===== src/rtl/mips_defs.sv =====
// Shared MIPS datapath encodings: write-back source selects and load-type codes.
package mips_defs;

  typedef enum logic [1:0] {
    WB_ALU  = 2'd0,
    WB_DM   = 2'd1,
    WB_LINK = 2'd2,
    WB_HILO = 2'd3
  } wb_src_e;

  typedef enum logic [2:0] {
    LD_W  = 3'd0,
    LD_B  = 3'd1,
    LD_BU = 3'd2,
    LD_H  = 3'd3,
    LD_HU = 3'd4
  } ld_type_e;

endpackage


===== src/rtl/load_ext.sv =====
// Sub-word load extraction: picks the byte/half lane of a data-memory word,
// extends it, and flags misaligned accesses. Purely combinational.
module load_ext
  import mips_defs::*;
#(
  parameter int DATA_W = 32
) (
  input  logic [DATA_W-1:0] dm,
  input  logic [1:0]        off,
  input  logic [2:0]        ld_type,
  output logic [DATA_W-1:0] ext_data,
  output logic              misalign
);

  logic signed [7:0]  byte_sel;
  logic signed [15:0] half_sel;

  function automatic logic signed [DATA_W-1:0] sext_byte(input logic signed [7:0] b);
    return DATA_W'(b);
  endfunction

  function automatic logic signed [DATA_W-1:0] sext_half(input logic signed [15:0] h);
    return DATA_W'(h);
  endfunction

  assign byte_sel = dm[{off, 3'b000} +: 8];
  assign half_sel = dm[{off[1], 4'b0000} +: 16];

  // Reserved load types fall into the default arm and behave as LW.
  always_comb begin
    ext_data = dm;
    misalign = 1'b0;
    case (ld_type)
      LD_B:  ext_data = sext_byte(byte_sel);
      LD_BU: ext_data = {{(DATA_W-8){1'b0}}, byte_sel};
      LD_H: begin
        ext_data = sext_half(half_sel);
        misalign = off[0];
      end
      LD_HU: begin
        ext_data = {{(DATA_W-16){1'b0}}, half_sel};
        misalign = off[0];
      end
      default: misalign = (off != 2'b00);
    endcase
  end

endmodule


===== src/rtl/wb_stage_pipe.sv =====
// Registered MIPS write-back stage: MEM/WB register with stall/flush, load
// extraction, GRF write controls and a retired-instruction counter.
module wb_stage_pipe
  import mips_defs::*;
#(
  parameter int DATA_W      = 32,
  parameter int REG_AW      = 5,
  parameter int CNT_W       = 32,
  parameter int LINK_OFFSET = 8
) (
  input  logic              clk,
  input  logic              reset,
  input  logic              stall,
  input  logic              flush,
  input  logic              valid_34,
  input  logic [31:0]       instr_34,
  input  logic [31:0]       pc_34,
  input  logic [DATA_W-1:0] alu_out_34,
  input  logic [DATA_W-1:0] dm_rd_34,
  input  logic [DATA_W-1:0] hilo_34,
  input  logic              regwrite_34,
  input  logic [REG_AW-1:0] a3_34,
  input  logic [1:0]        mem2reg_34,
  input  logic [2:0]        ld_type_34,
  output logic              grf_we,
  output logic [REG_AW-1:0] grf_a3,
  output logic [DATA_W-1:0] grf_wd,
  output logic [31:0]       pc_4,
  output logic [31:0]       instr_4,
  output logic              valid_4,
  output logic              misalign_4,
  output logic [CNT_W-1:0]  retired
);

  logic              vld_p0;
  logic [31:0]       instr_p0;
  logic [31:0]       pc_p0;
  logic [DATA_W-1:0] alu_p0;
  logic [DATA_W-1:0] dm_p0;
  logic [DATA_W-1:0] hilo_p0;
  logic              regwrite_p0;
  logic [REG_AW-1:0] a3_p0;
  logic [1:0]        mem2reg_p0;
  logic [2:0]        ld_type_p0;
  logic [CNT_W-1:0]  retired_p0;

  logic [DATA_W-1:0] ld_data;
  logic              ld_misalign;

  // ---- MEM/WB boundary: reset > flush > stall > capture ----
  always_ff @(posedge clk) begin
    if (reset || flush) begin
      vld_p0      <= 1'b0;
      instr_p0    <= '0;
      pc_p0       <= '0;
      alu_p0      <= '0;
      dm_p0       <= '0;
      hilo_p0     <= '0;
      regwrite_p0 <= 1'b0;
      a3_p0       <= '0;
      mem2reg_p0  <= '0;
      ld_type_p0  <= '0;
    end else if (!stall) begin
      vld_p0      <= valid_34;
      instr_p0    <= instr_34;
      pc_p0       <= pc_34;
      alu_p0      <= alu_out_34;
      dm_p0       <= dm_rd_34;
      hilo_p0     <= hilo_34;
      regwrite_p0 <= regwrite_34;
      a3_p0       <= a3_34;
      mem2reg_p0  <= mem2reg_34;
      ld_type_p0  <= ld_type_34;
    end
  end

  // An instruction retires on the edge that moves it out of WB.
  always_ff @(posedge clk) begin
    if (reset) begin
      retired_p0 <= '0;
    end else if (vld_p0 && !stall && !flush) begin
      retired_p0 <= retired_p0 + CNT_W'(1);
    end
  end

  load_ext #(.DATA_W(DATA_W)) u_load_ext (
    .dm       (dm_p0),
    .off      (alu_p0[1:0]),
    .ld_type  (ld_type_p0),
    .ext_data (ld_data),
    .misalign (ld_misalign)
  );

  // ---- WB outputs: driven from registered state only ----
  always_comb begin
    grf_wd = alu_p0;
    case (mem2reg_p0)
      WB_DM:   grf_wd = ld_data;
      WB_LINK: grf_wd = DATA_W'(pc_p0 + 32'(LINK_OFFSET));
      WB_HILO: grf_wd = hilo_p0;
      default: grf_wd = alu_p0;
    endcase
  end

  assign misalign_4 = vld_p0 && (mem2reg_p0 == WB_DM) && ld_misalign;
  assign grf_we     = vld_p0 && regwrite_p0 && (a3_p0 != '0) && !misalign_4;
  assign grf_a3     = a3_p0;
  assign pc_4       = pc_p0;
  assign instr_4    = instr_p0;
  assign valid_4    = vld_p0;
  assign retired    = retired_p0;

endmodule


===== config.mk =====
export PLATFORM = sky130hd
export DESIGN_NAME = wb_stage_pipe
export DESIGN_NICKNAME = d
export VERILOG_FILES = /design/src/rtl/mips_defs.sv /design/src/rtl/load_ext.sv /design/src/rtl/wb_stage_pipe.sv
export SDC_FILE = /design/constraint.sdc
export NUM_CORES = 1
export LEC_CHECK = 0
export CORE_AREA = 2 2 160 162
export CTS_CLUSTER_SIZE = 10
export DETAILED_ROUTE_END_ITERATION = 7
export DIE_AREA = 0 0 162 164
export GPL_TIMING_DRIVEN = 0
export PLACE_DENSITY = 0.77
export SLEW_MARGIN = 20
export SYNTH_ARGS = -nofsm -noshare
export SYNTH_HDL_FRONTEND = slang
export SYNTH_HIERARCHICAL = 1
export SYNTH_SLANG_ARGS = --single-unit

===== constraint.sdc =====
create_clock -name clk -period 4.15 [get_ports clk]
set_input_delay 1.245 -clock clk [delete_from_list [all_inputs] [get_ports clk]]
set_output_delay 1.245 -clock clk [all_outputs]
set_load 0.01 [all_outputs]

---- Yosys cells after proc, flatten, opt, wreduce, memory -nomap -nowiden ----
Index checks and enable logic that the tools add are counted.
Widths: inputs -> output; s select.
word-level totals
  memory bits (read-only) ................. 0
  memories ................................ 0
  logic and storage cells ................. 40
  output and inout bits ................... 136
  latch bits .............................. 0
  register bits ........................... 204
  bits in writable memories ............... 0
operators by class
  bitwise operators ....................... 0
  shift-type cells ........................ 2
  $lt $le $gt $ge ......................... 0
  equality and inequality tests ........... 7
  add/subtract/negate cells ............... 2
  multiply operators ...................... 0
  divide/modulo/power cells ............... 0
  reductions and logical operators ........ 15
  muxes and demuxes ....................... 3
operators with widths
  operator               number
  $pmux 32 s4            1
  $pmux 32 s3            1
  $add 32x1->32 const B  1
  $add 32x4->32 const B  1
  $shiftx 32x6->16       1
  $shiftx 32x6->8        1
  $logic_and 1x1->1      7
  $eq 3x2->1 const B     2
  $reduce_bool 5->1      1
  $eq 2x2->1 const B     2
  $reduce_or 2->1        2
  $eq 3x1->1 const B     1
  $eq 3x3->1 const B     1
  $logic_not 1->1        3
  $eq 2x1->1 const B     1
  $pmux 1 s2             1
  $reduce_bool 2->1      1
  $logic_or 1x1->1       1

---- Longest topological paths before layout ----
Gate-level depths: netlist of the first run.
  depth in word-level cells ............... 6
  mapped depth ............................ 8

---- Modules after synthesis ----
The synthesis of the first run kept the hierarchy.
by module, submodules not included
  module         area an instance (um2)  instances  sequential area each (um2)  cells an instance
  wb_stage_pipe  8838.5                  1          4083.9                      870
  load_ext       753.2                   1          0.0                         103

---- Worst setup path after synthesis of the first run ----
Ideal clock, no wire load.
  kind .................................... register -> output
  start point ............................. register ld_type_p0[0]
  end point ............................... output grf_wd[20]
  data arrival time ....................... 1.966 ns
  setup slack ............................. 0.939 ns
  cell stages (with the launch flop) ...... 9
  path buffers ............................ 2
  cell sequence ........................... dfxtp_1 buf_2 nor2_2 xor2_1 clkbuf_1 a21o_1 o21ai_0 o21bai_1 a22oi_1
between the ends
  word-level cells in the longest chain between the ends .. 3
  elaborated cells between the ends (all ways) .. 6
  classes of those cells .................. 4 x eq/ne; 2 x mux
RTL lines
  element                                   line                 RTL
  start: declaration                        wb_stage_pipe.sv:44  logic [2:0] ld_type_p0;
  start signal: assignment                  wb_stage_pipe.sv:73  ld_type_p0 <= ld_type_34;
  $eq 3x3->1, or another cell as far along  load_ext.sv:33       case (ld_type)
  $pmux 32 s4 (*)                           load_ext.sv:33
  named net ld_data[20]                     wb_stage_pipe.sv:47  logic [DATA_W-1:0] ld_data;
  $pmux 32 s3 (*)                           wb_stage_pipe.sv:97  case (mem2reg_p0)
  end: declaration                          wb_stage_pipe.sv:27  output logic [DATA_W-1:0] grf_wd,
Mark *: on every way through the listed nets, which the timed path passes. The rest lies on a longest branch.

---- Final worst setup path of the first run ----
  start point ............................. register ld_type_p0[1]
  end point ............................... output grf_wd[6]
Same word-level chain as after synthesis.

==> results of run 1 <==
==> cell type report <==
cell class,count,area share
repair buffers,323,0.226
clock inverters,3,0.00161
plain buffers,62,0.0217
clock buffers,31,0.0471
flip-flops and latches,204,0.294
inverters,10,0.00269
diodes,1,0.000179
well taps,330,0.0296
multi-input cells,697,0.377
==> state kept, by name, indices dropped and copies added, names as in the netlist <==
signal,cells
instr_4,32
grf_a3,5
alu_p0,32
ld_type_p0,3
mem2reg_p0,2
pc_4,32
dm_p0,32
regwrite_p0,1
valid_4,1
hilo_p0,32
retired,32
==> worst min-delay path, cell delays in order, from the launching register on <==
cell and delay (ns):
dfxtp_1 0.32, mux2i_1 0.06, nor2_1 0.07
==> kinds of logic (layout without fill, tap and decap cells) <==
logic type / Yosys count / in the layout / synth area share
AOI/OAI and AO/OA: 70 / 70 / 0.0578
xor gates and xnor gates: 57 / 57 / 0.0520
adders and majority gates: 2 / 2 / 0.00261
buffers and inverters: 72 / 429 / 0.0320
DFF: 204 / 204 / 0.426
muxes: 208 / 208 / 0.252
other: 0 / 1 / 0
and+or+nand+nor: 360 / 360 / 0.178
==> power by group through the flow <==
| stage | clock network (uW) | registers [uW] | logic (uW) |
|---|---|---|---|
| floorplan | 0 | 2100 | 267 |
| global placement | 0 | 2110 | 587 |
| detailed placement | 0 | 2110 | 595 |
| CTS | 1950 | 2070 | 595 |
| global route | 2030 | 2070 | 636 |
| finish | 1900 | 2070 | 596 |
==> per-stage QoR <==
stage,TNS [ns],area (um2)
finish,0,14000
global route,-0.0742,14000
CTS,0,13900
detailed placement,-1.64,13100
global placement,-1.61,13100
floorplan,0,9590
==> path summary, 6_finish.rpt <==
check             cells after the start  slack (ns)                       end
hold reg to reg                       2        0.49    alu_p0[5]$_SDFFE_PP0N_
hold / removal                        2        0.49    alu_p0[5]$_SDFFE_PP0N_
setup / recovery                      9       0.006                 grf_wd[6]
setup reg to reg                      5        2.13  retired[31]$_SDFFE_PP0P_
==> what timing repair did <==
item / CTS / global route
pin swaps: 6 / 4
setup buffers: 10 / 4
endpoints found under the setup margin: 33 / 10
gates resized for setup: 74 / 20
==> cell usage in the layout (no fill, tap or decap), types with 5 or more instances in the layout <==
cell             Yosys  layout
nand3_1             30      30
clkdlybuf4s50_1      0     276
nand2_1             37      36
dfxtp_1            204     194
o21bai_1             5       5
buf_4                0      12
and3_1               7       7
buf_2               11      13
and4_1               5       5
dlygate4sd2_1        0      28
a221o_1             14      14
clkbuf_1            41      41
inv_1               10      10
o21ai_0             11       6
mux2i_1            175     175
dfxtp_2              0       6
or3_1                5       5
a21o_1              16      16
xnor2_1             27      27
xor2_1              30      29
clkbuf_16            0      25
mux2_2               7       7
buf_6                3       6
a22oi_1              5       5
nand4_1             12      12
nor2_1             223     221
mux4_2              26      26
==> routing by layer <==
metal / wire length (um) / vias to the layer above / track usage
met2: 15300 / 354 / 0.411
li1: - / 4104 / -
met1: 12800 / 4090 / 0.268
met4: 1430 / 2 / 0.101
met3: 2810 / 82 / 0.0669
met5: 11 / - / 0.00379
==> reports/results.ini, run 1 <==
[clock_network]
clock-sinks = 204
cts_buffers = 25
clock_latency_ns = 0.52
cts-hold-fix-buffers = 0
cts_root_buf = clkbuf_16
htreeDepth = 1
path_clk_slew_ns = 0.06
cts_max_path_buffers = 3
tritoncts = yes

[worst_setup_path]
reg2reg_from = valid_4$_SDFFE_PP0N_
critPathKind = flip-flop to output port
critPathMostFrequentCell = buf_6
max_stage_delay_ns = 0.51
crit_path_start = ld_type_p0[1]$_SDFFE_PP0N_
slowest_stage = o41a_1
crit_path_end_kind = output port
path_cells = buf_8, nand2_4, nor2_2, o41a_1, buf_4, buf_6, a221o_1, mux4_2, buf_6
worst_setup_path_start_kind = flip-flop
crit_path_max_fanout = 7
crit_family = compound AO/OA/AOI/OAI gates
path_buf_inv = 4
cp.arrival_ns = 2.90
required_ns = 2.90

[power_and_ir_drop]
switchingPower_uw = 1110
power_uw = 4570
switching_share = 0.244
clockPowerShare = 0.417
pwr-share-comb = 0.130
seqPwrFrac = 0.453
power_report.internal_total_uw = 3450
peakVddDrop_mv = 0.251
leakagePower_uw = 0.00579
power_density_nw_per_um2 = 327

[logic_synthesis]
synth_area_um2 = 9590
synth.avg_cell_area_um2 = 9.86
yosys-top-cells-count = 223 x nor2_1, 204 x dfxtp_1, 175 x mux2i_1
yosysMostFrequentCell = nor2_1
syn_inst = 973
synth_seq_area_share = 0.426
netlist-cell-type-count = 56
synth_flop_cell = dfxtp_1
ys.warnings.count = 6
synth_top_area_cell = dfxtp_1
synth-async-reset-ratio = 0
yosysTopAreaCellShare = 0.426
netlist_top_cells_area = dfxtp_1 43%, mux2i_1 18%, nor2_1 8.7%, mux4_2 6.1%, xor2_1 2.7%
synth_edf_count = 0
syn-num-nets = 1151
ys_ff_latch = 204

[final_layout]
finalNetCount = 1501
stdcell_count = 1661
synthToLayoutAreaGrowth_pct = 45.5
drive_above_1_share = 0.108
final_util = 0.562
fillers = 2253
seqCellArea_um2 = 4110
multi_input_area_um2 = 5260

[route]
num_vias = 8632
drt-total-wl_um = 32400
drtAntennaViolNets = 0
drt_iter0_markers = 413
dr.pass1.iters = 5
viasPerCell = 5.20
wl_per_cell_um = 19.5
drcViolationCount = 0

[timing]
max_freq_mhz = 241
layout_worst_path_cycle_share = 0.999
finClkSkew_ns = 0.00652
drv_slew = 0
grt_setup_unrepaired = yes
setup_viol = 0
hold_viol = 0
hold_slack_ns = 0.491
fin_crit_ns = 4.14
setup_ws_ns = 0.00594
max_slew_margin = 0.398
worstMarginPinSlew_ns = 0.902

[grt]
grt_overflow = 0
grt_pass1_wl_um = 47900
grtUsageTotal = 0.235
grt_pass1_vias = 8577
grt_max_degree = 13
antenna_found_initial = 2

[placed_design]
port_buffers = 309
pre_cts_ws_ns = -0.226
gp_congestion = 0.861
dpl.cell_count = 1612
dp_hpwl_um = 24500

[floorplan]
dieArea_um2 = 26600
die_h_um = 164
die_w_um = 162
rows = 58
initial_utilization = 0.386
core_area_um2 = 24800
io_pins = 312

[run_status]
status = completed

[job]
drv_cap = 0

[hold_path]
hold_class = flip-flop to flip-flop
hp-start = alu_p0[5]$_SDFFE_PP0N_

No activity file was read; power rests on OpenSTA's default activity.
==> run 2, diff against run 1 <==
- ABC_CLOCK_PERIOD_IN_PS: not set -> 4150
- CORE_AREA: 2 2 160 162 -> 2 2 179 146
- DIE_AREA: 0 0 162 164 -> 0 0 181 148
==> run 2 against run 1 <==
Clock power about the same; clock-buffer cell count decreased by 5; first-iteration DRC count rose by 34%; critical path type unchanged; critical endpoint is now grf_wd[2]; largest cell class unchanged.
==> reports/results.ini, run 2 (synthesis results as in run 1) <==
[run_status]
status = completed

[worst_setup_path]
crit_family = compound AO/OA/AOI/OAI gates
cp.arrival_ns = 2.85
crit_path_end_kind = output port
crit_cells = 9
path_buf_inv = 4
critPathMostFrequentCell = buf_4
worst_setup_path_start_kind = flip-flop
reg2reg_from = valid_4$_SDFFE_PP0N_
critPathKind = flip-flop to output port
slowest_stage = mux4_2
r2r-end = retired[15]$_SDFFE_PP0P_
crit_path_max_fanout = 10
max_stage_delay_ns = 0.49
r2r_cells = 5
rrSetupSlack_ns = 2.14
required_ns = 2.90
path_cells = buf_6, nand2_1, nor2_1, o41a_1, buf_4, buf_4, a221o_1, mux4_2, clkbuf_2

[final_layout]
synthToLayoutAreaGrowth_pct = 45.1
layout_commonest_cell = clkdlybuf4s50_1
final_util = 0.557
fillers = 2217
seqCellArea_um2 = 4100
multi_input_area_um2 = 5290
finalNetCount = 1497
drive_above_1_share = 0.108
antennaDiodeCount = 0
layout_common_cells = 276 x clkdlybuf4s50_1, 223 x nor2_1, 194 x dfxtp_1

[timing]
hold_viol = 0
drv_slew = 0
finClkSkew_ns = 0.00439
max_freq_mhz = 244
grt_setup_unrepaired = yes
hold_slack_ns = 0.489
setup_viol = 0
fin_crit_ns = 4.10
worstMarginPinSlew_ns = 0.853
layout_worst_path_cycle_share = 0.988
max_slew_margin = 0.432

[job]
drv_cap = 0

[clock_network]
tritoncts = yes
clock_latency_ns = 0.50
htreeDepth = 1
clock-sinks = 204
cts_buffers = 24
cts_root_buf = clkbuf_16
path_clk_slew_ns = 0.05
cts_max_path_buffers = 3
cts-hold-fix-buffers = 0

[hold_path]
holdPathEnd = instr_4[28]$_SDFFE_PP0N_
hp-start = instr_4[28]$_SDFFE_PP0N_
holdPathStages = 2
hold_class = flip-flop to flip-flop

[power_and_ir_drop]
leakagePower_uw = 0.00575
peakVddDrop_mv = 0.288
power_uw = 4530
power_density_nw_per_um2 = 326

[grt]
grt_overflow = 0
grtUsageTotal = 0.239
grt_max_degree = 13
antenna_found_initial = 4
grt_pass1_wl_um = 49700
grt_pass1_vias = 8457

[floorplan]
die_w_um = 181
rows = 52
core_area_um2 = 25000
dieArea_um2 = 26800
io_pins = 312
initial_utilization = 0.384
die_h_um = 148

[route]
drt-total-wl_um = 33100
viasPerCell = 5.28
drtAntennaViolNets = 0
drcViolationCount = 0
drt_iter0_markers = 552
wl_per_cell_um = 20.1
num_vias = 8679
dr.pass1.iters = 5

[placed_design]
port_buffers = 309
dp_hpwl_um = 25100
gp_congestion = 0.852

run 2: cell types whose count changed in the layout (fill, tap and decap cells not counted), moves of 2 or more:
cell	change
clkbuf_1	-4
clkbuf_2	+3
clkbuf_4	-2
clkdlybuf4s15_1	+2
dlygate4sd2_1	-4
nor2_1	+2
nor2_2	-3
run 2: through the flow:
stage | setup TNS [ns] | std cells | cell area (um2) | setup WS (ns)
after floorplan | 0 | 973 | 9590 | 0.939
after global placement | -1.05 | 1606 | 13100 | -0.300
after detailed placement | -0.693 | 1606 | 13100 | -0.298
after CTS | -0.0958 | 1641 | 13900 | -0.0958
after global routing | -0.102 | 1645 | 13900 | -0.0286
final | 0 | 1645 | 13900 | 0.0503
run 2: worst max-delay path by stage:
stage                                     startpoint          to  slack (ns)
after global placement    ld_type_p0[1]$_SDFFE_PP0N_  grf_wd[20]       -0.30
after CTS                     alu_p0[0]$_SDFFE_PP0N_  grf_wd[30]        -0.1
final                     ld_type_p0[1]$_SDFFE_PP0N_   grf_wd[2]        0.05
after floorplan           ld_type_p0[0]$_SDFFE_PP0N_  grf_wd[20]        0.94
after detailed placement  ld_type_p0[0]$_SDFFE_PP0N_  grf_wd[20]       -0.30
after global routing      ld_type_p0[1]$_SDFFE_PP0N_   grf_wd[0]       -0.03
run 2: final cells by class:
type / instances / share of cell area
buffer: 61 / 0.0210
clock buffer: 26 / 0.0437
clock inverter: 2 / 0.00333
inverter: 10 / 0.00270
multi-input combinational: 697 / 0.380
sequential: 204 / 0.295
tap: 324 / 0.0291
timing repair buffer: 321 / 0.225
run 2: worst reg2reg max path, delay by kind of cell (launching register included):
kind,cells,cell delay (ns)
flip-flops,1,0.54
AND/OR/NAND/NOR,4,1.17
XOR/XNOR,1,0.19
run 2: metal layers:
layer  global-route usage  share of wire  up-vias
met3               0.0665          0.098       51
met4               0.0585          0.023        4
met2                0.416           0.47      413
met1                0.295           0.41     4113
li1                     -              -     4098
met5                    0        0.00091        -
run 2: power breakdown:
part / switching (uW) / leakage (uW) / internal, uW / total [uW]
registers: 51.6 / 0.00166 / 2010 / 2070
logic: 253 / 0.00377 / 340 / 593
clock network: 788 / 0.000319 / 1090 / 1870
total: 1090 / 0.00575 / 3440 / 4530
run 2: timing repair:
action,in CTS,in global routing
resized for setup,70,27
buffers inserted,8,4
gates cloned,0,0
pin swaps,4,2
setup endpoints to repair,33,15
